### config.mk
export PLATFORM = sky130hd
export DESIGN_NAME = hanoi_move_sched
export DESIGN_NICKNAME = d
export VERILOG_FILES = /design/src/rtl/hanoi_move_sched.sv
export SDC_FILE = /design/constraint.sdc
export NUM_CORES = 1
export LEC_CHECK = 0
export BUFFER_PORTS_ARGS = -buffer_cell sky130_fd_sc_hd__clkbuf_2
export CAP_MARGIN = 20
export CORE_ASPECT_RATIO = 1.4
export CORE_UTILIZATION = 63
export DETAILED_ROUTE_END_ITERATION = 8
export GPL_TIMING_DRIVEN = 0
export HOLD_SLACK_MARGIN = 0.15
export PLACE_DENSITY = 0.83
export REMOVE_ABC_BUFFERS = 1
export SLEW_MARGIN = 20
export SYNTH_ARGS = -nofsm -noshare
export SYNTH_HDL_FRONTEND = slang
export SYNTH_SLANG_ARGS = --single-unit
### constraint.sdc
create_clock -name clk -period 4.1 [get_ports clk]
set_input_delay 0.615 -clock clk [delete_from_list [all_inputs] [get_ports clk]]
set_output_delay 0.615 -clock clk [all_outputs]
set_load 0.01 [all_outputs]
### src/rtl/hanoi_move_sched.sv
// hanoi_move_sched: sequences a full Towers of Hanoi solution for NDISK disks
// (peg 0 -> peg 2), presenting one move per valid/ready handshake.
// A per-disk peg table is kept so every move is derived from the live state.
// Optional build macro HANOI_CHECK_EN adds a move-legality checker driving
// 'illegal'; without it 'illegal' is tied low.
module hanoi_move_sched #(
  parameter int NDISK = 5
) (
  input  logic       clk,
  input  logic       reset,
  input  logic       start,
  input  logic       abort,
  output logic       mv_valid,
  input  logic       mv_ready,
  output logic [2:0] mv_disk,
  output logic [1:0] mv_from,
  output logic [1:0] mv_to,
  output logic [7:0] mv_num,
  output logic       busy,
  output logic       done,
  output logic       illegal
);

  localparam int         LAST_I = (1 << NDISK) - 1;
  localparam logic [7:0] LAST   = LAST_I[7:0];
  // Top-of-peg value for an empty peg: larger than every real disk index.
  localparam logic [3:0] EMPTY  = 4'(NDISK);

  typedef enum logic [1:0] {IDLE, COMPUTE, PRESENT, DONE} state_t;

  state_t                 state;
  logic [NDISK-1:0][1:0]  pos;
  logic [7:0]             cnt;
  logic [3:0]             top [3];
  logic [1:0]             p0;
  logic [1:0]             oth_a;
  logic [1:0]             oth_b;
  logic [2:0]             nxt_disk;
  logic [1:0]             nxt_from;
  logic [1:0]             nxt_to;

  assign mv_valid = (state == PRESENT);
  assign busy     = (state == COMPUTE) || (state == PRESENT);
  assign done     = (state == DONE);

  // Top disk of each peg: the lowest-index disk sitting on it.
  always_comb begin
    for (int p = 0; p < 3; p++) begin
      top[p] = EMPTY;
      for (int d = NDISK - 1; d >= 0; d--) begin
        if (pos[d] == 2'(p)) top[p] = 4'(d);
      end
    end
  end

  // Next legal move: odd counts cycle the smallest disk, even counts make the
  // single legal move between the two pegs not holding disk 0.
  always_comb begin
    p0 = pos[0];
    case (p0)
      2'd0:    begin oth_a = 2'd1; oth_b = 2'd2; end
      2'd1:    begin oth_a = 2'd0; oth_b = 2'd2; end
      default: begin oth_a = 2'd0; oth_b = 2'd1; end
    endcase
    nxt_disk = 3'd0;
    nxt_from = p0;
    nxt_to   = p0;
    if (cnt[0]) begin
      if (NDISK % 2 == 0) nxt_to = (p0 == 2'd2) ? 2'd0 : p0 + 2'd1;
      else                nxt_to = (p0 == 2'd0) ? 2'd2 : p0 - 2'd1;
    end else if (top[oth_a] < top[oth_b]) begin
      nxt_disk = top[oth_a][2:0];
      nxt_from = oth_a;
      nxt_to   = oth_b;
    end else begin
      nxt_disk = top[oth_b][2:0];
      nxt_from = oth_b;
      nxt_to   = oth_a;
    end
  end

`ifdef HANOI_CHECK_EN
  logic illegal_r;
  logic on_from;
  logic all_on2;
  logic chk_bad;

  // Legality of the presented move against the table, and final placement.
  always_comb begin
    on_from = 1'b0;
    all_on2 = 1'b1;
    for (int d = 0; d < NDISK; d++) begin
      if (3'(d) == mv_disk && pos[d] == mv_from) on_from = 1'b1;
      if (pos[d] != 2'd2) all_on2 = 1'b0;
    end
    chk_bad = !on_from
           || (top[mv_from] != {1'b0, mv_disk})
           || ({1'b0, mv_disk} >= top[mv_to]);
  end

  assign illegal = illegal_r;
`else
  assign illegal = 1'b0;
`endif

  // Sequencer: state, position table, move counter and registered move fields.
  always_ff @(posedge clk or posedge reset) begin
    if (reset) begin
      state   <= IDLE;
      pos     <= '0;
      cnt     <= '0;
      mv_disk <= '0;
      mv_from <= '0;
      mv_to   <= '0;
      mv_num  <= '0;
`ifdef HANOI_CHECK_EN
      illegal_r <= 1'b0;
`endif
    end else if (abort) begin
      state <= IDLE;
    end else begin
      case (state)
        IDLE, DONE: begin
          if (start) begin
            state <= COMPUTE;
            pos   <= '0;
            cnt   <= 8'd1;
`ifdef HANOI_CHECK_EN
            illegal_r <= 1'b0;
          end else if (state == DONE && !all_on2) begin
            illegal_r <= 1'b1;
`endif
          end
        end
        COMPUTE: begin
          mv_disk <= nxt_disk;
          mv_from <= nxt_from;
          mv_to   <= nxt_to;
          mv_num  <= cnt;
          state   <= PRESENT;
        end
        PRESENT: begin
          if (mv_ready) begin
            for (int d = 0; d < NDISK; d++) begin
              if (3'(d) == mv_disk) pos[d] <= mv_to;
            end
`ifdef HANOI_CHECK_EN
            if (chk_bad) illegal_r <= 1'b1;
`endif
            if (cnt == LAST) begin
              state <= DONE;
            end else begin
              cnt   <= cnt + 8'd1;
              state <= COMPUTE;
            end
          end
        end
        default: state <= IDLE;
      endcase
    end
  end

endmodule

# Yosys cells after proc, flatten, opt, wreduce, memory -nomap -nowiden
# Index checks and enable logic that the tools add are counted.
[classes]
add_sub_neg = 2
n_lt_le_gt_ge = 3
n_eq_ne = 28
muxes = 47
n_bitwise = 3
n_reduce_logical = 19
[ops]
columns = ["cell", "count"]
rows = [
  ["4-bit 2-to-1 mux", 16],
  ["2-bit 2-to-1 mux", 15],
  ["5-bit AND reduction", 6],
  ["8-bit 2-to-1 mux", 3],
  ["10-bit 2-to-1 mux", 2],
  ["10-bit one-hot mux with 2 select lines", 1],
  ["4-bit binary-select mux with 2-bit select", 2],
  ["8-bit one-hot mux with 2 select lines", 1],
  ["2-bit == test (second input constant)", 7],
  ["2-bit by 1-bit == test with 1-bit output (second input constant)", 6],
  ["2-bit logical NOT", 6],
  ["2-bit by 1-bit != test with 1-bit output (second input constant)", 6],
  ["8-bit by 1-bit adder with 8-bit output (second input constant)", 1],
  ["8-bit by 5-bit == test with 1-bit output (second input constant)", 1],
  ["2-bit by 3-bit == test with 1-bit output (first input constant)", 2],
  ["3-bit >= comparator (second input constant)", 2],
  ["3-bit 2-to-1 mux", 2],
  ["2-bit NOT with 3-bit output", 2],
  ["2-bit one-hot mux with 3 select lines", 1],
  ["4-bit less-than comparator", 1],
  ["1-bit 2-to-1 mux", 4],
  ["2-bit != test (second input constant)", 2],
  ["2-bit AND reduction", 2],
  ["2-bit OR reduction", 2],
  ["other kinds (9)", 9],
]
[word_totals]
reg_bits = 35
elab_cells = 113

# Depth between registers and ports, before layout
# Gate-level depths: netlist of run 1.
[depth]
depth_word = 12
ltp_mapped = 11
mapped_depth_nobuf = 10

# Worst setup path before layout of run 1
# No wires, ideal clock.
[synth_timing]
path_type = "register -> register"
from = "register pos, in the netlist p0[0]"
to = "register mv_from[1]"
arrival_time_ps = 2365
t_required_ps = 3979
setup_slack_ps = 1614
path_stages_with_launch = 11
period_less_slack_ps = 2486
path_cell_list = "dfrtp_1 inv_1 ha_1 buf_2 or2_2 a32o_1 ha_1 inv_1 a21oi_1 a21boi_0 o22a_1"
[synth_between]
elab_chain_len = 10
[synth_rtl]
columns = ["item", "line_no", "source"]
rows = [
  ["start: declaration", "32", "logic [NDISK-1:0][1:0] pos;"],
  ["start signal: indexed assignment", "145", "if (3'(d) == mv_disk) pos[d] <= mv_to;"],
  ["2-bit by 1-bit == test with 1-bit output or 2-bit logical NOT (tied branches)", "51, 60", ""],
  ["2-bit OR reduction (no line)", "n/a", ""],
  ["2-bit 2-to-1 mux", "60", "case (p0)"],
  ["2-bit NOT with 3-bit output (not written as such)", "71", "end else if (top[oth_a] < top[oth_b]) begin"],
  ["4-bit binary-select mux with 2-bit select", "71", ""],
  ["4-bit 2-to-1 mux (2 in a row)", "n/a", ""],
  ["4-bit less-than comparator", "71", ""],
  ["2-bit 2-to-1 mux (*)", "71", ""],
  ["2-bit 2-to-1 mux (*)", "68", "if (cnt[0]) begin"],
  ["end signal: assignment", "137", "mv_from <= nxt_from;"],
  ["end: declaration", "16", "output logic [1:0] mv_from,"],
]
# Mark *: on every way between the ends. The rest lies on a longest branch, timed or not. The select of a mux whose other input is x is not followed.
# A chain may end at the register's enable or synchronous reset.

# Worst setup path in the final report of run 1
[layout_timing]
from = "register state[0]"
to = "register cnt[0]"
[layout_between]
elab_chain_len = 4
[layout_rtl]
columns = ["item", "line_no", "source"]
rows = [
  ["start: declaration", "31", "state_t state;"],
  ["start signal: assignment", "109", "state <= IDLE;"],
  ["start signal: assignment", "120", "state <= IDLE;"],
  ["start signal: assignment", "125", "state <= COMPUTE;"],
  ["2-bit == test or 2-bit logical NOT (tied branches)", "122", "case (state)"],
  ["2-bit OR reduction", "122", ""],
  ["2-bit != test (no line) or 2-bit nonzero test (tied branches)", "n/a", ""],
  ["5-bit AND reduction (no line)", "n/a", ""],
  ["end signal: assignment", "153", "cnt <= cnt + 8'd1;"],
  ["end: declaration", "33", "logic [7:0] cnt;"],
]
# Several ways; a longest one is shown, not always the timed one.

==> flow_metrics.py, run 1 <==
metrics = {
    "floorplanning": {
        "die_h_um": 71.2,
        "ioPinCount": 24,
        "coreArea_sq_um": 3180,
        "rows": 24,
        "start_util_pct": 67.8,
        "dieArea_sq_um": 3670,
        "die_x_um": 51.5,
    },
    "detailed_routing": {
        "viasPerCell": 6.16,
        "highest_layer": "met4",
        "postRouteAntennaNets": 0,
        "met2_length_um": 2640,
        "drtPass1Iterations": 4,
        "wl_met1_um": 2030,
        "drcViolationCount": 0,
        "first_iter_violations": 58,
        "wl_per_cell_um": 15.9,
        "wirelength_um": 5000,
        "vias": 1933,
        "wl_met3_um": 220,
    },
    "cells_and_area": {
        "drive_gt1_share_pct": 14.2,
        "fin_util_pct": 75.1,
        "fin_cells": 314,
        "fin_nets": 290,
        "fillerInstances": 258,
        "final_common_cell": "nand2_1",
        "areaGrowthSynthToFinish_pct": 10.8,
        "finalInstanceArea_sq_um": 2390,
        "n_antenna_cell": 0,
        "final_cell_mix": "46 x nand2_1, 35 x dfrtp_1, 22 x clkbuf_2, 19 x nor2_1, 15 x o21ai_0",
    },
    "job": {
        "maxCapViolations": 0,
    },
    "critical_path": {
        "reg2reg_depth": 8,
        "slowest_delay_ns": 0.54,
        "startpoint_type": "flip-flop",
        "cp_num_buf_inv": 2,
        "rr_endpoint": "cnt[0]",
        "r2r_start": "state[0]",
        "r2r_slack_ns": 1.08,
        "crit_chain": "inv_1, ha_1, inv_1, o22ai_1, or3_1, nor2_1, nand2_1, mux2_2",
        "path_class": "reg -> reg",
        "critPathArrivalTime_ns": 3.21,
        "worstPathRequired_ns": 4.29,
        "critPathSlowestCell": "or3_1",
        "cpLargestDelayFamily": "simple AND/OR/NAND/NOR gates",
        "cp_max_fo": 15,
        "crit_path_frequent_cell": "inv_1",
        "cp-end-kind": "flip-flop",
    },
    "clock_tree": {
        "cts_hold_buf": 0,
        "cts_tree": "done",
        "clk_pin_slew_ns": 0.08,
        "clkLatencyLatePin_ns": 0.30,
        "post-cts-setup-buffer-count": 0,
        "htree_levels": 2,
        "clkSinkCount": 35,
        "cts_buffers": 5,
        "post_cts_resize_count": 0,
        "clock_path_buffers": 2,
        "cts-root-buf": "clkbuf_8",
    },
    "outcome": {
        "status": "completed",
    },
    "timing": {
        "final_hold_viol_count": 0,
        "slew_headroom_pct": 42.2,
        "fin_crit_ns": 3.02,
        "worst_slew_pin_slew_ns": 0.861,
        "rsz0062_at_grt": "no",
        "skew_ns": 0.00945,
        "fin_crit_sh_pct": 73.7,
        "layout_setup_ws_ns": 1.08,
        "setup_viol": 0,
        "fmax_ghz": 0.331,
        "tns_ns": 0,
        "drv_slew": 0,
    },
    "synthesis": {
        "async_flop_share_pct": 100,
        "synth_seq_cells": 35,
        "yosysSeqAreaShare_pct": 40.6,
        "synth_area_sq_um": 2160,
        "syn_avg_cell_area_sq_um": 8.49,
        "synth_cell_types": 46,
        "ys_warn_count": 0,
        "synth-main-ff-cell": "dfrtp_1",
        "synthesis.instances": 254,
        "synth_edf_count": 0,
    },
    "placement": {
        "portBuffers": 22,
        "placed_area_sq_um": 2280,
        "dp_cells": 306,
        "hpwl_um": 3510,
        "place_ws_ns": 1.18,
        "place_congestion": 0.899,
    },
    "power": {
        "powerDensity_nw_per_um2": 440,
        "power_frac_seq_pct": 40.8,
        "power_frac_clock_pct": 30.0,
        "pwr-share-comb_pct": 29.2,
        "p_leak_nw": 1.12,
        "cell_internal_pwr_mw": 0.678,
        "swShare_pct": 35.6,
        "irDropWorstVdd_mv": 0.314,
        "p_switching_mw": 0.374,
    },
    "global_routing": {
        "overflow": 0,
        "grt_usage_pct": 30.5,
        "grt_max_degree": 36,
        "grt_pass1_wl_um": 8280,
        "antenna_found_initial": 0,
        "grt_pass1_vias": 1844,
    },
    "worst_hold_path": {
        "worstHoldPathType": "in -> async",
    },
}
-- metrics by stage --
stage | hold WS [ns] | power, mW
after floorplan | 0.474 | 0.638
after global placement | 0.460 | 0.728
after detailed placement | 0.461 | 0.739
after CTS | 0.439 | 1.05
after global routing | 0.482 | 1.11
final | 0.418 | 1.05
-- cells by family after synthesis --
kind of cell               share of synthesized area (%)
AOI/OAI and AO/OA                                   18.5
muxes                                               3.31
and+or+nand+nor                                     26.7
buffers and inverters                               4.29
adders and majority gates                           6.38
other                                              0.174
DFF                                                 40.6
-- power groups by stage --
stage / registers [mW] / logic, mW / clock network (mW)
floorplan: 0.435 / 0.203 / 0
global placement: 0.432 / 0.296 / 0
detailed placement: 0.435 / 0.304 / 0
CTS: 0.428 / 0.307 / 0.319
global route: 0.434 / 0.346 / 0.334
finish: 0.429 / 0.307 / 0.316
-- cells in the mapped netlist, drive strengths merged (6+ instances only) --
library cell,number,area (sq um)
clkbuf,6,22.5
nand2,46,173
o22ai,6,37.5
nor2b,7,43.8
nand2b,7,43.8
dfrtp,35,876
nand3,12,60.1
ha,11,138
o21ai,15,75.1
mux2i,6,60.1
inv,14,52.6
a21oi,10,50.1
nor2,19,71.3
-- how the worst max path moves through the flow --
| stage | from | end | slack (ns) | cells after the start |
|---|---|---|---|---|
| CTS | state[0] | cnt[0] | 1.15 | 8 |
| detailed placement | state[0] | cnt[0] | 1.18 | 8 |
| finish | state[0] | cnt[0] | 1.08 | 8 |
| global route | state[0] | cnt[4] | 0.82 | 8 |
| global placement | state[0] | cnt[0] | 1.20 | 8 |
| floorplan | state[0] | cnt[0] | 1.62 | 8 |
-- final cells by class --
| type | instances | area (sq um) | area share (%) |
|---|---|---|---|
| clock buffer | 5 | 68.8 | 2.88 |
| tap | 39 | 48.8 | 2.04 |
| clock inverter | 3 | 43.8 | 1.83 |
| multi-input combinational | 196 | 1190 | 49.8 |
| timing repair buffer | 22 | 110 | 4.60 |
| inverter | 14 | 52.6 | 2.20 |
| sequential | 35 | 876 | 36.6 |
-- worst reg2reg max path, delay by kind of cell (launching register included) --
| family | cells | cell delay [ns] |
|---|---|---|
| AO/OA/AOI/OAI | 1 | 0.24 |
| adder cells (fa/ha/maj) | 1 | 0.38 |
| buffers and inverters | 2 | 0.50 |
| flip-flops | 1 | 0.42 |
| multiplexers | 1 | 0.31 |
| AND/OR/NAND/NOR | 3 | 1.08 |
-- state kept, by name, summed over array words and instances, names as in the netlist --
signal / cells
mv_disk: 3
cnt: 8
p0: 2
pos: 8
mv_to: 2
mv_from: 2
mv_num: 8
state: 2
-- routing by layer --
metal / vias up / global-route usage, %
met2: 61 / 51.7
met1: 926 / 34.5
met5: - / 0
li1: 931 / -
met4: 0 / 15.9
met3: 15 / 7.86
Power figures use the tool's default switching activity.
==> inputs of run 2 (changes only) <==
--- a/config.mk
+++ b/config.mk
@@ -8,11 +8,11 @@
 export BUFFER_PORTS_ARGS = -buffer_cell sky130_fd_sc_hd__clkbuf_2
 export CAP_MARGIN = 20
 export CORE_ASPECT_RATIO = 1.4
-export CORE_UTILIZATION = 63
+export CORE_UTILIZATION = 58
 export DETAILED_ROUTE_END_ITERATION = 8
 export GPL_TIMING_DRIVEN = 0
 export HOLD_SLACK_MARGIN = 0.15
-export PLACE_DENSITY = 0.83
+export PLACE_DENSITY = 0.77
 export REMOVE_ABC_BUFFERS = 1
 export SLEW_MARGIN = 20
 export SYNTH_ARGS = -nofsm -noshare
==> constraint.sdc (replaced) <==
create_clock -name clk -period 2.9 [get_ports clk]
set_input_delay 0.435 -clock clk [delete_from_list [all_inputs] [get_ports clk]]
set_output_delay 0.435 -clock clk [all_outputs]
set_load 0.01 [all_outputs]
==> run 2 against run 1 <==
Sequential share of layout area decreased by 0.58 points. Routed wire length decreased by 2.7%. Final cell count increased by 1.3%. Combinational power increased by 44%. Clock power increased by 39%. Critical path depth decreased by 1. Core utilization decreased by 5.1 points. Non-clock buffer count increased by 3. Clock skew increased by 0.0013 ns. Critical endpoint unchanged.
==> flow_metrics.py, run 2 (synthesis results as in run 1) <==
metrics = {
    "outcome": {
        "status": "completed",
    },
    "detailed_routing": {
        "drtPass1Iterations": 4,
        "wl_per_cell_um": 15.3,
        "viasPerCell": 6.11,
        "wl_met3_um": 157,
        "highest_layer": "met4",
        "drcViolationCount": 0,
        "wl_met1_um": 2030,
        "vias": 1944,
        "first_iter_violations": 63,
        "met2_length_um": 2590,
        "postRouteAntennaNets": 0,
        "wirelength_um": 4870,
    },
    "clock_tree": {
        "cts_buffers": 5,
        "htree_levels": 2,
        "clock_path_buffers": 2,
        "cts_tree": "done",
        "cts_hold_buf": 0,
        "cts-root-buf": "clkbuf_8",
        "clkLatencyLatePin_ns": 0.29,
        "clk_pin_slew_ns": 0.07,
        "clkSinkCount": 35,
    },
    "job": {
        "maxCapViolations": 0,
    },
    "timing": {
        "fin_crit_sh_pct": 92.3,
        "final_hold_viol_count": 0,
        "drv_slew": 0,
        "fin_crit_ns": 2.68,
        "slew_headroom_pct": 51.7,
        "worst_slew_pin_slew_ns": 0.724,
        "setup_viol": 0,
        "skew_ns": 0.0107,
        "fmax_ghz": 0.373,
        "tns_ns": 0,
        "rsz0062_at_grt": "no",
    },
    "critical_path": {
        "startpoint_type": "flip-flop",
        "path_class": "reg -> reg",
        "worstPathRequired_ns": 3.07,
        "reg2reg_depth": 7,
        "cp_max_fo": 13,
        "critPathArrivalTime_ns": 2.85,
        "cp-end-kind": "flip-flop",
        "rr_endpoint": "cnt[0]",
        "r2r_start": "state[0]",
        "r2r_slack_ns": 0.22,
    },
    "floorplanning": {
        "die_x_um": 53.5,
        "dieArea_sq_um": 3970,
        "rows": 25,
        "ioPinCount": 24,
        "die_h_um": 74.2,
        "start_util_pct": 62.1,
        "coreArea_sq_um": 3470,
    },
    "power": {
        "p_leak_nw": 1.13,
        "p_switching_mw": 0.524,
        "finalPower_mw": 1.49,
        "power_frac_seq_pct": 40.8,
        "cell_internal_pwr_mw": 0.964,
        "powerDensity_nw_per_um2": 613,
        "power_frac_clock_pct": 29.5,
        "irDropWorstVdd_mv": 0.566,
        "pwr-share-comb_pct": 29.7,
        "swShare_pct": 35.2,
    },
    "placement": {
        "portBuffers": 22,
        "placed_area_sq_um": 2280,
        "hpwl_um": 3440,
        "place_congestion": 0.834,
    },
    "cells_and_area": {
        "multiInputGateArea_sq_um": 1200,
        "final_cell_mix": "46 x nand2_1, 35 x dfrtp_1, 22 x clkbuf_2, 18 x nor2_1, 15 x o21ai_0",
        "finalInstanceArea_sq_um": 2430,
        "n_antenna_cell": 0,
        "reg_top3": "cnt: 8 flops, mv_num: 8 flops, pos: 8 flops",
        "fillerInstances": 311,
        "fin_nets": 293,
        "drive_gt1_share_pct": 16.5,
        "regArea_sq_um": 876,
        "areaGrowthSynthToFinish_pct": 12.6,
        "final_common_cell": "nand2_1",
    },
    "global_routing": {
        "antenna_found_initial": 0,
        "grt_max_degree": 36,
        "overflow": 0,
        "grt_pass1_wl_um": 7880,
        "grt_pass1_vias": 1867,
        "grt_usage_pct": 27.7,
    },
    "worst_hold_path": {
        "worstHoldPathType": "in -> async",
    },
}
## run 2: changes by cell type in the layout (fill, tap and decap cells not counted), sizes merged
| cell | delta |
|---|---|
| buf | +3 |
| clkinvlp | +1 |
| inv | -1 |
## run 2: critical path, stage by stage (launching register included)
cell	delay [ns]
dfrtp_1	0.43
inv_1	0.08
ha_1	0.51
clkinvlp_4	0.28
o22ai_1	0.45
or3_1	0.40
nor2_2	0.13
mux2_2	0.28
## run 2: metrics by stage
step                setup WS [ns]  util, %  hold WS, ns  std cells
floorplan                   0.424        -        0.474        245
global placement          -0.0313     65.6        0.460        307
detailed placement         -0.133     65.6        0.466        307
CTS                       0.00429     69.1        0.267        315
global route               0.0474     70.0        0.321        318
finish                      0.222     70.0        0.245        318
## run 2: final cells by class
type | count | share of cell area (%)
Tap cell | 40 | 2.06
Clock buffer | 5 | 2.83
Sequential cell | 35 | 36.0
Multi-Input combinational cell | 196 | 49.5
Timing Repair Buffer | 25 | 5.46
Clock inverter | 3 | 1.80
Inverter | 14 | 2.32
## run 2: layer usage
metal / global-route usage, % / up-vias
li1: - / 943
met1: 29.9 / 945
met2: 50.1 / 45
met3: 5.93 / 11
met4: 12.6 / 0
met5: 0 / -
## run 2: worst max-delay path by stage
| stage | slack (ns) | start | cells past startpoint | endpoint |
|---|---|---|---|---|
| after CTS | 0.004 | state[0] | 7 | cnt[0] |
| final | 0.22 | state[0] | 7 | cnt[0] |
| after detailed placement | -0.13 | state[0] | 8 | cnt[2] |
| after floorplan | 0.42 | state[0] | 8 | cnt[0] |
| after global placement | -0.03 | state[0] | 8 | cnt[2] |
| after global routing | 0.05 | p0[1] | 10 | mv_from[1] |
## run 2: power groups by stage
stage                     Sequential, mW  Combinational (mW)  Clock [mW]
after CTS                          0.605               0.435       0.446
after global placement             0.613               0.417           0
after detailed placement           0.614               0.431           0
final                              0.607               0.442       0.439
after global routing               0.613               0.497       0.465
after floorplan                    0.615               0.287           0
## run 2: repair_timing
action	CTS	global route
buffers inserted	0	3
endpoints found under the setup margin	12	19
resized for setup	2	2
pin swaps	0	0
